## config.mk

```make
export PLATFORM = sky130hd
export DESIGN_NAME = blvds_link_supervisor
export DESIGN_NICKNAME = d
export VERILOG_FILES = /design/src/rtl/blvds_link_supervisor.sv
export SDC_FILE = /design/constraint.sdc
export NUM_CORES = 1
export LEC_CHECK = 0
export BUFFER_PORTS_ARGS = -buffer_cell sky130_fd_sc_hd__buf_2
export CELL_PAD_IN_SITES_DETAIL_PLACEMENT = 0
export CELL_PAD_IN_SITES_GLOBAL_PLACEMENT = 1
export CORE_MARGIN = 3
export CORE_UTILIZATION = 42
export DETAILED_ROUTE_END_ITERATION = 10
export PLACE_DENSITY_LB_ADDON = 0.1
export SETUP_SLACK_MARGIN = 0.1
export SLEW_MARGIN = 30
export SYNTH_ARGS = -nofsm -noshare
export SYNTH_HDL_FRONTEND = slang
export SYNTH_SLANG_ARGS = --single-unit
```

## constraint.sdc

```tcl
create_clock -name iCLK -period 2.7 [get_ports iCLK]
set_input_delay 0.54 -clock iCLK [delete_from_list [all_inputs] [get_ports iCLK]]
set_output_delay 0.54 -clock iCLK [all_outputs]
set_load 0.01 [all_outputs]
```

## src/rtl/blvds_link_supervisor.sv

```systemverilog
// -----------------------------------------------------------------------------
// blvds_link_supervisor
//
// Recovery sequencer for the BLVDS frame receiver. It pulses the receiver reset
// for RST_LEN cycles, waits up to SYNC_TIMEOUT cycles for the first good frame,
// then watches error pulses over back-to-back WINDOW-cycle windows while the
// link is up. Repeated failed recoveries escalate to a latched FAULT that only
// the host can clear.
//
// Ports:
//   iCLK                 system clock, rising edge
//   iRST                 asynchronous active-high reset
//   iFULL_ERROR          single-cycle receiver error pulse
//   iHEAD_ERROR          single-cycle receiver error pulse
//   iEPILOG_ERROR        single-cycle receiver error pulse
//   iFRAME_OK            single-cycle pulse per good frame
//   iCLR_FAULT           host request to leave FAULT (level or pulse)
//   oRST_BLVDS_RECEIVER  reset to the receiver (high in RESET and FAULT)
//   oLINK_UP             high in UP
//   oFAULT               high in FAULT
//   oSTATE               RESET=0, SYNC=1, UP=2, FAULT=3
//   oRETRY_CNT           consecutive failed recovery attempts
//   oRECOVERY_CNT        total failure-caused recoveries, saturating
// -----------------------------------------------------------------------------
module blvds_link_supervisor #(
    parameter logic [15:0] RST_LEN      = 16'd16,
    parameter logic [15:0] SYNC_TIMEOUT = 16'd4096,
    parameter logic [15:0] WINDOW       = 16'd50000,
    parameter logic [15:0] ERR_NUM      = 16'd5,
    parameter logic [7:0]  MAX_RETRY    = 8'd3
) (
    input  logic        iCLK,
    input  logic        iRST,
    input  logic        iFULL_ERROR,
    input  logic        iHEAD_ERROR,
    input  logic        iEPILOG_ERROR,
    input  logic        iFRAME_OK,
    input  logic        iCLR_FAULT,
    output logic        oRST_BLVDS_RECEIVER,
    output logic        oLINK_UP,
    output logic        oFAULT,
    output logic [1:0]  oSTATE,
    output logic [7:0]  oRETRY_CNT,
    output logic [15:0] oRECOVERY_CNT
);

    typedef enum logic [1:0] {
        ST_RESET = 2'd0,
        ST_SYNC  = 2'd1,
        ST_UP    = 2'd2,
        ST_FAULT = 2'd3
    } state_t;

    state_t      state_q;
    logic [2:0]  err_q;
    logic        frame_ok_q;
    logic        clr_fault_q;
    logic [15:0] timer_q;
    logic [15:0] win_q;
    logic [15:0] errcnt_q;
    logic [7:0]  retry_q;
    logic [15:0] recov_q;

    logic [1:0]  err_pop_d;
    logic [16:0] err_sum_d;
    logic [15:0] errcnt_acc_d;
    logic [15:0] recov_inc_d;
    logic        fail_d;
    logic        win_last_d;

    always_comb begin
        err_pop_d    = {1'b0, err_q[0]} + {1'b0, err_q[1]} + {1'b0, err_q[2]};
        err_sum_d    = {1'b0, errcnt_q} + {15'd0, err_pop_d};
        errcnt_acc_d = err_sum_d[16] ? '1 : err_sum_d[15:0];
        recov_inc_d  = (recov_q == '1) ? recov_q : recov_q + 16'd1;
        win_last_d   = (win_q == WINDOW - 16'd1);
        fail_d       = 1'b0;
        case (state_q)
            // an error beats a simultaneous frame-OK; timeout only when neither
            ST_SYNC: fail_d = (|err_q) ||
                              (!frame_ok_q && (timer_q == SYNC_TIMEOUT - 16'd1));
            ST_UP:   fail_d = (errcnt_q > ERR_NUM);
            default: fail_d = 1'b0;
        endcase
    end

    always_ff @(posedge iCLK or posedge iRST) begin
        if (iRST) begin
            state_q     <= ST_RESET;
            err_q       <= '0;
            frame_ok_q  <= 1'b0;
            clr_fault_q <= 1'b0;
            timer_q     <= '0;
            win_q       <= '0;
            errcnt_q    <= '0;
            retry_q     <= '0;
            recov_q     <= '0;
        end else begin
            err_q       <= {iFULL_ERROR, iHEAD_ERROR, iEPILOG_ERROR};
            frame_ok_q  <= iFRAME_OK;
            clr_fault_q <= iCLR_FAULT;

            if (fail_d) begin
                // a trip also takes priority over a coinciding window boundary
                recov_q <= recov_inc_d;
                timer_q <= '0;
                if (retry_q == MAX_RETRY) begin
                    state_q <= ST_FAULT;
                end else begin
                    retry_q <= retry_q + 8'd1;
                    state_q <= ST_RESET;
                end
            end else begin
                case (state_q)
                    ST_RESET: begin
                        if (timer_q == RST_LEN - 16'd1) begin
                            state_q <= ST_SYNC;
                            timer_q <= '0;
                        end else begin
                            timer_q <= timer_q + 16'd1;
                        end
                    end
                    ST_SYNC: begin
                        if (frame_ok_q) begin
                            state_q  <= ST_UP;
                            timer_q  <= '0;
                            win_q    <= '0;
                            errcnt_q <= '0;
                        end else begin
                            timer_q <= timer_q + 16'd1;
                        end
                    end
                    ST_UP: begin
                        // clearing the retry count at every clean boundary is
                        // equivalent to clearing it at the first one: it stays
                        // zero until the link leaves UP
                        if (win_last_d) begin
                            errcnt_q <= {14'd0, err_pop_d};
                            win_q    <= '0;
                            retry_q  <= '0;
                        end else begin
                            errcnt_q <= errcnt_acc_d;
                            win_q    <= win_q + 16'd1;
                        end
                    end
                    ST_FAULT: begin
                        if (clr_fault_q) begin
                            state_q <= ST_RESET;
                            timer_q <= '0;
                            retry_q <= '0;
                        end
                    end
                    default: state_q <= ST_RESET;
                endcase
            end
        end
    end

    always_comb begin
        oRST_BLVDS_RECEIVER = (state_q == ST_RESET) || (state_q == ST_FAULT);
        oLINK_UP            = (state_q == ST_UP);
        oFAULT              = (state_q == ST_FAULT);
        oSTATE              = state_q;
        oRETRY_CNT          = retry_q;
        oRECOVERY_CNT       = recov_q;
    end

endmodule

```

# [Yosys cells after proc, flatten, opt, wreduce, memory -nomap -nowiden]
# Cells that the tools add are included.
[word_totals] reg_bits=79 in_bits=7 out_inout_bits=29 word_cells=70
[op_classes] addsub=7 magnitude_cmp=1 eq_ne=14 mux=23 bitwise=2 reduce_logical=14
[ops] cell="two-way mux 16 bit" n=8
[ops] cell="case mux 16 bit (2 select lines)" n=2
[ops] cell="adder 16 x 1 -> 16 bit, second input constant" n=3
[ops] cell="case mux 16 bit (3 select lines)" n=1
[ops] cell="== test 16 bit, second input constant" n=2
[ops] cell="two-way mux 8 bit" n=4
[ops] cell="adder 16 x 2 -> 17 bit" n=1
[ops] cell="== test 16 x 12 -> 1 bit, second input constant" n=1
[ops] cell="== test 16 x 4 -> 1 bit, second input constant" n=1
[ops] cell="> comparator 16 x 3 -> 1 bit, second input constant" n=1
[ops] cell="case mux 8 bit (2 select lines)" n=1
[ops] cell="two-way mux 2 bit" n=5
[ops] cell="adder 8 x 1 -> 8 bit, second input constant" n=1
[ops] cell="== test 8 x 2 -> 1 bit, second input constant" n=1
[ops] cell="AND reduction 4 bit" n=2
[ops] cell="!= test 3 x 1 -> 1 bit, second input constant" n=2
[ops] cell="!= test 3 bit, second input constant" n=2
[ops] cell="case mux 2 bit (3 select lines)" n=1
[ops] cell="== test 2 bit, second input constant" n=2
[ops] cell="!= test 2 bit, second input constant" n=2
[ops] cell="AND reduction 2 bit" n=2
[ops] cell="nonzero test 4 bit" n=1
[ops] cell="AND reduction 3 bit" n=1
[ops] cell="nonzero test 3 bit" n=1
[ops] cell="11 further kinds" n=13

# [Depth between registers and ports, before layout]
# Gate-level depths: netlist of run 1.
[logic_depth] ltp_word=6 mapped_depth=9 ltp_nobuf=8

# [Worst setup path after synthesis of run 1]
# Ideal clock, no wire load.
[synth_path] path_type="register -> register" startpoint="register err_q[0]" endpoint="register errcnt_q[3]" setup_ns=0.127 t_arrival_ns=2.472 required_ns=2.573 setup_slack_ns=0.102 path_stages_with_launch=9 n_path_buf=1 period_less_slack_ns=2.598 cell_sequence="dfrtp_1 -> fa_1 -> ha_1 -> fa_1 -> nand2_1 -> or4b_4 -> a21oi_4 -> buf_6 -> o22ai_2"
[synth_between] elab_chain_cells=6 elab_cells_between_ends=11 cone_classes="add/sub (3); mux (4); bitwise (1); reduce/logical (3)"
[synth_rtl] element="start, declared" line_no="55" rtl="logic [2:0] err_q;"
[synth_rtl] element="start signal, assigned" line_no="99" rtl="err_q <= {iFULL_ERROR, iHEAD_ERROR, iEPILOG_ERROR};"
[synth_rtl] element="adder 1 x 1 -> 2 bit" line_no="72" rtl="err_pop_d = {1'b0, err_q[0]} + {1'b0, err_q[1]} + {1'b0, err_q[2]};"
[synth_rtl] element="adder 2 x 1 -> 2 bit" line_no="72"
[synth_rtl] element="adder 16 x 2 -> 17 bit" line_no="73" rtl="err_sum_d = {1'b0, errcnt_q} + {15'd0, err_pop_d};"
[synth_rtl] element="two-way mux 16 bit" line_no="74" rtl="errcnt_acc_d = err_sum_d[16] ? '1 : err_sum_d[15:0];"
[synth_rtl] element="two-way mux 16 bit" line_no="137" rtl="if (win_last_d) begin"
[synth_rtl] element="case mux 16 bit (2 select lines)" line_no="114" rtl="case (state_q)"
[synth_rtl] element="end signal, assigned" line_no="138" rtl="errcnt_q <= {14'd0, err_pop_d};"
[synth_rtl] element="end signal, assigned" line_no="142" rtl="errcnt_q <= errcnt_acc_d;"
[synth_rtl] element="end, declared" line_no="60" rtl="logic [15:0] errcnt_q;"
# Several ways; a longest one is shown, not always the timed one.
# A chain may end at the register's enable or synchronous reset.

# [Worst setup path after layout of run 1]
[layout_path] startpoint="register err_q[1]" endpoint="register win_q[13]"
[layout_between] elab_chain_cells=5
[layout_rtl] element="OR reduction 3 bit" line_no="80" rtl="ST_SYNC: fail_d = (|err_q) ||"
[layout_rtl] element="logical OR 1 bit" line_no="80"
[layout_rtl] element="case mux 1 bit (2 select lines)" line_no="78" rtl="case (state_q)"
[layout_rtl] element="NOT 1 bit (no line)"
[layout_rtl] element="AND reduction 3 bit (no line)"
[layout_rtl] element="end signal, assigned" line_no="143" rtl="win_q <= win_q + 16'd1;"
[layout_rtl] element="end, declared" line_no="59" rtl="logic [15:0] win_q;"
# No other way between the ends.

==> summary.txt, run 1 <==
Run status
  – Outcome: complete, no violations

Critical path
  – WS Path Type: reg2reg
  – CP arrival: 2.90 ns
  – Slowest stage delay, CP: 0.51 ns
  – RR Startpoint: err_q[1]
  – Setup crit end kind: flop
  – Critical path cell sequence: fa_1 -> ha_2 -> fa_2 -> nand2_2 -> or4b_4 -> a21oi_4 -> buf_12 -> buf_12 -> o21ai_2
  – FF-to-FF path depth: 9
  – CP most frequent cell: buf_12
  – Crit path max fanout: 7
  – R2r setup slk: ~0.044 ns
  – CP max stage cell: fa_1
  – WP depth: 9
  – Crit path required time: slightly below 3 ns
  – CP Launch Type: flop
  – Delay-heaviest family, CP: adder cells
  – Worst R2R End: win_q[13]
  – Critical path buffers and inverters: 2

STA
  – RSZ-0062 raised after global routing: yes
  – Slew Limit Fails: 0
  – Final worst path period share: 0.984
  – Fin crit period: 2.66 ns
  – Least-Margin Pin Slew: between 0.7 and 0.8 ns
  – Setup violations, final: 0
  – Fmax: 0.377 GHz
  – Max Clock Skew: 0.0146 ns
  – Slew Limit Headroom: 0.511
  – Hold_ws: 0.270 ns
  – Final hold viol count: 0

Die
  – # rows: 36
  – Die extent in y: roughly 110 um
  – Die area: 11800 sq um
  – Core area: around 10000 sq um
  – Starting Density: 0.441
  – Die Width: 109 um
  – Top Ports: 36

Cells and area
  – Final Non-Filler Cells: ~650
  – Area grow syn2layout: 19.3%
  – Design Area, Final: 5270 sq um
  – Share of cells above drive strength 1: 0.239
  – Antenna Cells: 0
  – Commonest non-fill, non-tap cells in the layout: 79 x dfrtp_1, 40 x nand2_1, 35 x buf_2, 24 x buf_4
  – Commonest non-fill, non-tap cell in the layout: dfrtp_1
  – Fin nets: between 500 and 600

Route
  – Drt drc: 0
  – DR WL/cell: roughly 17 um
  – Detail Route Antenna Nets: 0
  – Vias per cell: roughly 5.7
  – DR vias: between 3000 and 4000
  – Final WL: 10.8 mm
  – DRT iter0 DRCs: 213
  – 1st-pass router iterations: 4

Pwr
  – Sw frac: 0.407
  – P_int: 2.75 mW
  – Pwr Density: 880 nW/um^2
  – Final Power: 4.63 mW
  – Worst vdd ir: 452 uV
  – Clock network power share: 0.210
  – LEAKAGE: 2.30 nW
  – Power share of the sequential group: 0.312
  – Psw: around 1.9 mW
  – Gate power share: 0.479

GRT
  – Gr ovfl total: 0
  – Gr usage total: 0.194
  – Initial antenna violation count: 0
  – Largest net degree at the start of global routing: 43
  – Number of global-route vias before repair: 3586
  – First-pass GRT wire length: 17.9 mm

Synthesis
  – Synthesized cell area: ~4400 sq um
  – Simple-Gate Fraction of Synth Area: 0.243
  – Avg Cell Area, Syn: around 9.8 sq um
  – Adder-cell share of the synthesized area: 0.0374
  – XOR/XNOR share of the synthesized area: 0.0417
  – Synth Area in Compound Gates: 0.181
  – Top_reg_cell synth: dfrtp_1
  – Flop and latch count out of synthesis: slightly below 80
  – Async SR Flop Fraction: 1.00
  – Post-Syn Instances: 450
  – Largest family of logic cells by synthesized area: simple AND/OR/NAND/NOR gates
  – Library cells used by synthesis: 70
  – Number of synthesized flops with an enable pin: 0
  – Sequential element share of the synthesized area: 0.448
  – Syn_nets: ~470
  – Post-synthesis mux area share: 0.0193
  – Ys Warns: 0

Clock network
  – CTS Buffer Depth: 2
  – Clk root buf: clkbuf_8
  – CTS tree: built
  – CTS buffer count: 9
  – CTS sink cnt: slightly below 80
  – Clock Latency Late Sink: 0.36 ns
  – CTS H-tree lvls: 3
  – Hold_buf cts: 0
  – CTS clk-pin slew, worst paths: ~0.09 ns

Flow run
  – Max Cap Viol: 0

Worst hold path
  – Worst min path class: in2async

Place
  – Routability cong.: between 0.8 and 0.9
  – Placed cell count: 627
  – HPWL after DPL: 7.46 mm
  – Placed cell areas: 4900 sq um
  – # port buffers: 35
[cell type report]
class	instances	area [sq um]
inverters	13	50.0
multi-input cells	341	2380
clock buffers	10	128
fillers	929	4730
well taps	133	166
flip-flops and latches	79	1980
repair buffers	66	480
clock inverters	6	83.8
[power groups by stage]
stage	Sequential, mW	Combinational (mW)	Clock [mW]
after floorplan	1.47	1.18	0
after global placement	1.46	1.91	0
after detailed placement	1.47	1.93	0
after CTS	1.45	2.16	0.998
after global routing	1.47	2.45	1.05
final	1.44	2.22	0.971
[how the worst max path moves through the flow]
stage              from            to  slack (ns)
3_3_place_gp   err_q[1]  errcnt_q[13]        0.06
5_1_grt        err_q[1]     win_q[10]       -0.02
3_5_place_dp   err_q[1]  errcnt_q[13]        0.03
6_report       err_q[1]     win_q[13]        0.04
4_1_cts        err_q[1]     win_q[10]        0.07
2_1_floorplan  err_q[0]   errcnt_q[3]        0.10
[layer usage]
metal,part of all wire,global-route usage
met2,0.45,0.292
met1,0.50,0.278
met3,0.035,0.0454
met4,0.013,0.0595
met5,0,0
[Yosys cell counts (8+ instances only)]
cell	number	area share
a211oi_1	9	0.015
clkbuf_1	10	0.0085
or3_1	8	0.011
nand3_1	23	0.026
o21ai_0	13	0.015
a21oi_1	24	0.027
inv_1	13	0.011
a31oi_1	12	0.017
and3_1	12	0.017
xor2_1	9	0.018
xnor2_1	12	0.024
nand2_1	42	0.036
nor4_1	13	0.018
dfrtp_1	79	0.45
and2_1	8	0.011
ha_1	10	0.028
nand4_1	10	0.014
nor2_1	26	0.022
[logic make-up after synthesis]
kind of cell | count (synthesis)
flip-flops | 79
adder cells (fa/ha/maj) | 12
AO/OA/AOI/OAI | 109
buffers and inverters | 30
AND/OR/NAND/NOR | 191
multiplexers | 8
XOR/XNOR | 21
[worst register-to-register path: cells and delay by family, from the launching register on]
kind	cells	cell delay (ns)
adders and majority gates	3	1.07
and+or+nand+nor	2	0.55
DFF	1	0.42
AOI/OAI and AO/OA	2	0.26
buffers and inverters	2	0.25
[state kept, by name, indices dropped and copies added, names as in the netlist]
register       count
oSTATE             2
frame_ok_q         1
err_q              3
clr_fault_q        1
timer_q           16
oRETRY_CNT         8
win_q             16
errcnt_q          16
oRECOVERY_CNT     16
[stage by stage]
step | setup slack [ns] | TNS (ns) | util
3_5_place_dp | 0.0294 | 0 | 0.490
5_1_grt | -0.0208 | -0.258 | 0.527
2_1_floorplan | 0.102 | 0 | -
4_1_cts | 0.0654 | 0 | 0.521
6_report | 0.0444 | 0 | 0.527
3_3_place_gp | 0.0637 | 0 | 0.490
[what timing repair did]
item / in CTS / in global routing
gates cloned: 1 / 0
gates resized for setup: 12 / 12
setup buffers: 3 / 1
endpoints found under the setup margin: 23 / 38
pin swaps: 8 / 2
endpoints found under the hold margin: 0 / 0
Power figures use the tool's default switching activity.
==> run 2, diff against run 1 <==
--- a/config.mk
+++ b/config.mk
@@ -11,7 +11,9 @@
 export CORE_MARGIN = 3
 export CORE_UTILIZATION = 42
 export DETAILED_ROUTE_END_ITERATION = 10
+export GPL_ROUTABILITY_DRIVEN = 0
 export PLACE_DENSITY_LB_ADDON = 0.1
+export RECOVER_POWER = 100
 export SETUP_SLACK_MARGIN = 0.1
 export SLEW_MARGIN = 30
 export SYNTH_ARGS = -nofsm -noshare
==> run 2 against run 1 <==
  * The run now ends with max-capacitance violations, max-slew violations left
  * Critical path depth unchanged
  * First-iteration DRC count increased by 13%
  * Clock skew decreased by 0.00081 ns
  * Wire length increased by 0.32%
  * Setup slack improved by 0.0026 ns
  * Final cell count unchanged
  * Die area unchanged
  * Critical path type unchanged
==> summary.txt, run 2 (same netlist as run 1, synthesis figures left out) <==
Critical path
  – Worst R2R End: win_q[13]
  – Critical path cell sequence: fa_1 -> ha_2 -> fa_2 -> nand2_2 -> or4b_4 -> a21oi_4 -> buf_12 -> buf_12 -> o21ai_2
  – WS Path Type: reg2reg
  – CP Launch Type: flop
  – FF-to-FF path depth: 9 (unchanged)
  – Crit path required time: 2.95 ns (about the same)
  – CP arrival: 2.90 ns (about the same)
  – Crit path max fanout: 7 (unchanged)
  – CP max stage cell: fa_1
  – Slowest stage delay, CP: 0.51 ns (about the same)
  – Setup crit end kind: flop
  – Delay-heaviest family, CP: adder cells
  – CP most frequent cell: buf_12
  – R2r setup slk: 0.05 ns (about the same)
  – Critical path buffers and inverters: 2 (unchanged)
  – RR Startpoint: err_q[1]

Die
  – Die extent in y: 109 um (unchanged)
  – Die area: 11800 sq um (unchanged)
  – Core area: 10000 sq um (unchanged)
  – Top Ports: 36 (unchanged)
  – Die Width: 109 um (unchanged)
  – Starting Density: 0.441 (unchanged)
  – # rows: 36 (unchanged)

Clock network
  – CTS clk-pin slew, worst paths: 0.08 ns (about the same)
  – Clock Latency Late Sink: 0.37 ns (about the same)
  – Clk root buf: clkbuf_8
  – CTS H-tree lvls: 3 (unchanged)
  – CTS buffer count: 9 (unchanged)
  – CTS Buffer Depth: 2 (unchanged)
  – CTS sink cnt: 79 (unchanged)
  – CTS tree: built

STA
  – Final hold viol count: 0 (unchanged)
  – Max Clock Skew: 0.0138 ns (-0.000814 ns)
  – Setup TNS: 0 ns (unchanged)
  – Least-Margin Pin Slew: 1.79 ns (+1.06 ns)
  – Fin crit period: 2.65 ns (-0.00264 ns)
  – RSZ-0062 raised after global routing: yes
  – Slew Limit Headroom: -0.198 (-0.710)
  – Final worst path period share: 0.983 (about the same)
  – Slew Limit Fails: 43 (+43)
  – Setup violations, final: 0 (unchanged)
  – Worst setup margin: 0.0470 ns (+0.00264 ns)
  – Fmax: 0.377 GHz (about the same)

Pwr
  – Power share of the sequential group: 0.314 (+0.002)
  – Sw frac: 0.411 (+0.00370)
  – Worst vdd ir: 452 uV (about the same)
  – Psw: 1.89 mW (+0.35%)
  – Clock network power share: 0.212 (+0.002)
  – Gate power share: 0.474 (-0.005)
  – P_int: 2.71 mW (-1.2%)
  – LEAKAGE: 2.17 nW (-5.8%)
  – Pwr Density: 885 nW/um^2 (+0.62%)

Place
  – Worst slack, placed: 0.0294 ns (unchanged)
  – # port buffers: 35 (unchanged)
  – Placed cell count: 627 (unchanged)
  – HPWL after DPL: 7.46 mm (unchanged)

GRT
  – Gr ovfl total: 0 (unchanged)
  – M2 GR Usage: 0.292 (unchanged)
  – Global route hottest layer: met2
  – Met3 Usage GRT: 0.0454 (unchanged)
  – Largest net degree at the start of global routing: 43 (unchanged)
  – Initial antenna violation count: 0 (unchanged)
  – Gr usage total: 0.194 (unchanged)
  – Met1 usage in global routing: 0.278 (unchanged)
  – First-pass GRT wire length: 17.9 mm (unchanged)
  – Number of global-route vias before repair: 3586 (unchanged)

Route
  – Detail Route Antenna Nets: 0 (unchanged)
  – DRT iter0 DRCs: 241 (+13%)
  – Vias per cell: 5.70 (+0.68%)
  – Drt drc: 0 (unchanged)
  – DR vias: 3696 (+0.68%)
  – 1st-pass router iterations: 4 (unchanged)
  – Final WL: 10.8 mm (+0.32%)
  – DR WL/cell: 16.7 um (+0.32%)

Cells and area
  – Antenna Cells: 0 (unchanged)
  – Multi-input gate area: 2380 sq um (unchanged)
  – Commonest non-fill, non-tap cells in the layout: 79 x dfrtp_1, 40 x nand2_1, 32 x clkbuf_1, 23 x a21oi_1, 23 x nand3_1
  – Fillcell total: 943 (+1.5%)
  – Final Non-Filler Cells: 648 (unchanged)
  – Post-Route Utilization: 0.521 (-0.00613)
  – Area grow syn2layout: 17.9%
  – Register Area: 1980 sq um (unchanged)
  – Share of cells above drive strength 1: 0.179 (-0.0602)
  – Commonest non-fill, non-tap cell in the layout: dfrtp_1
  – Fin nets: 529 (unchanged)

Worst hold path
  – Hold Crit Depth: 1
  – Worst min path class: in2reg
  – Hold Startpoint: iFULL_ERROR
  – Worst Hold End: err_q[2]

Run status
  – Outcome: complete, but fails checks
  – Violated checks: max-capacitance violations, max-slew violations

Flow run
  – Max Cap Viol: 1 (+1)
-- run 2: changes by cell type in the layout (fill, tap and decap cells not counted), sizes merged --
cell / previous run / this run
buf: 66 / 34
clkinv: 4 / 3
clkbuf: 10 / 42
clkinvlp: 0 / 1
-- run 2: power groups by stage --
stage	combinational, mW	clock [mW]	sequential (mW)
4_1_cts	2.16	0.998	1.45
5_1_grt	2.41	1.05	1.47
6_report	2.19	0.976	1.45
3_3_place_gp	1.91	0	1.46
2_1_floorplan	1.18	0	1.47
3_5_place_dp	1.93	0	1.47
-- run 2: worst max-delay path by stage --
| stage | to | cells past startpoint | from |
|---|---|---|---|
| after CTS | win_q[10] | 9 | err_q[1] |
| final | win_q[13] | 9 | err_q[1] |
| after global routing | win_q[10] | 9 | err_q[1] |
| after detailed placement | errcnt_q[13] | 8 | err_q[1] |
| after floorplan | errcnt_q[3] | 8 | err_q[0] |
| after global placement | errcnt_q[13] | 8 | err_q[1] |
-- run 2: worst reg2reg max path: cells and delay by family (launching register included) --
kind                     cells  cell delay, ns
AO/OA/AOI/OAI                2            0.26
adder cells (fa/ha/maj)      3            1.07
buffers and inverters        2            0.25
flip-flops                   1            0.42
AND/OR/NAND/NOR              2            0.55
-- run 2: cell type report --
cell class | count | share of cell area
clock buffer | 10 | 0.0245
tap | 133 | 0.0320
sequential | 79 | 0.380
inverter | 13 | 0.00961
clock inverter | 6 | 0.0161
multi-input combinational | 341 | 0.458
timing repair buffer | 66 | 0.0805
-- run 2: layer usage --
metal,up-vias,part of all wire
met2,78,0.45
met3,10,0.042
met5,-,0
met1,1792,0.49
li1,1816,-
met4,0,0.014
-- run 2: stage by stage --
stage	total power, mW	cell area (sq um)	hold slack [ns]
2_1_floorplan	2.64	4410	0.456
3_3_place_gp	3.37	4900	0.491
3_5_place_dp	3.40	4900	0.485
4_1_cts	4.61	5210	0.275
5_1_grt	4.93	5210	0.262
6_report	4.61	5210	0.286
-- run 2: what timing repair did --
item	CTS	global route
pin swaps	8	2
cloned	1	0
hold buffers	0	0
gates resized for setup	12	12
endpoints found under the setup margin	23	38
setup buffers	3	1
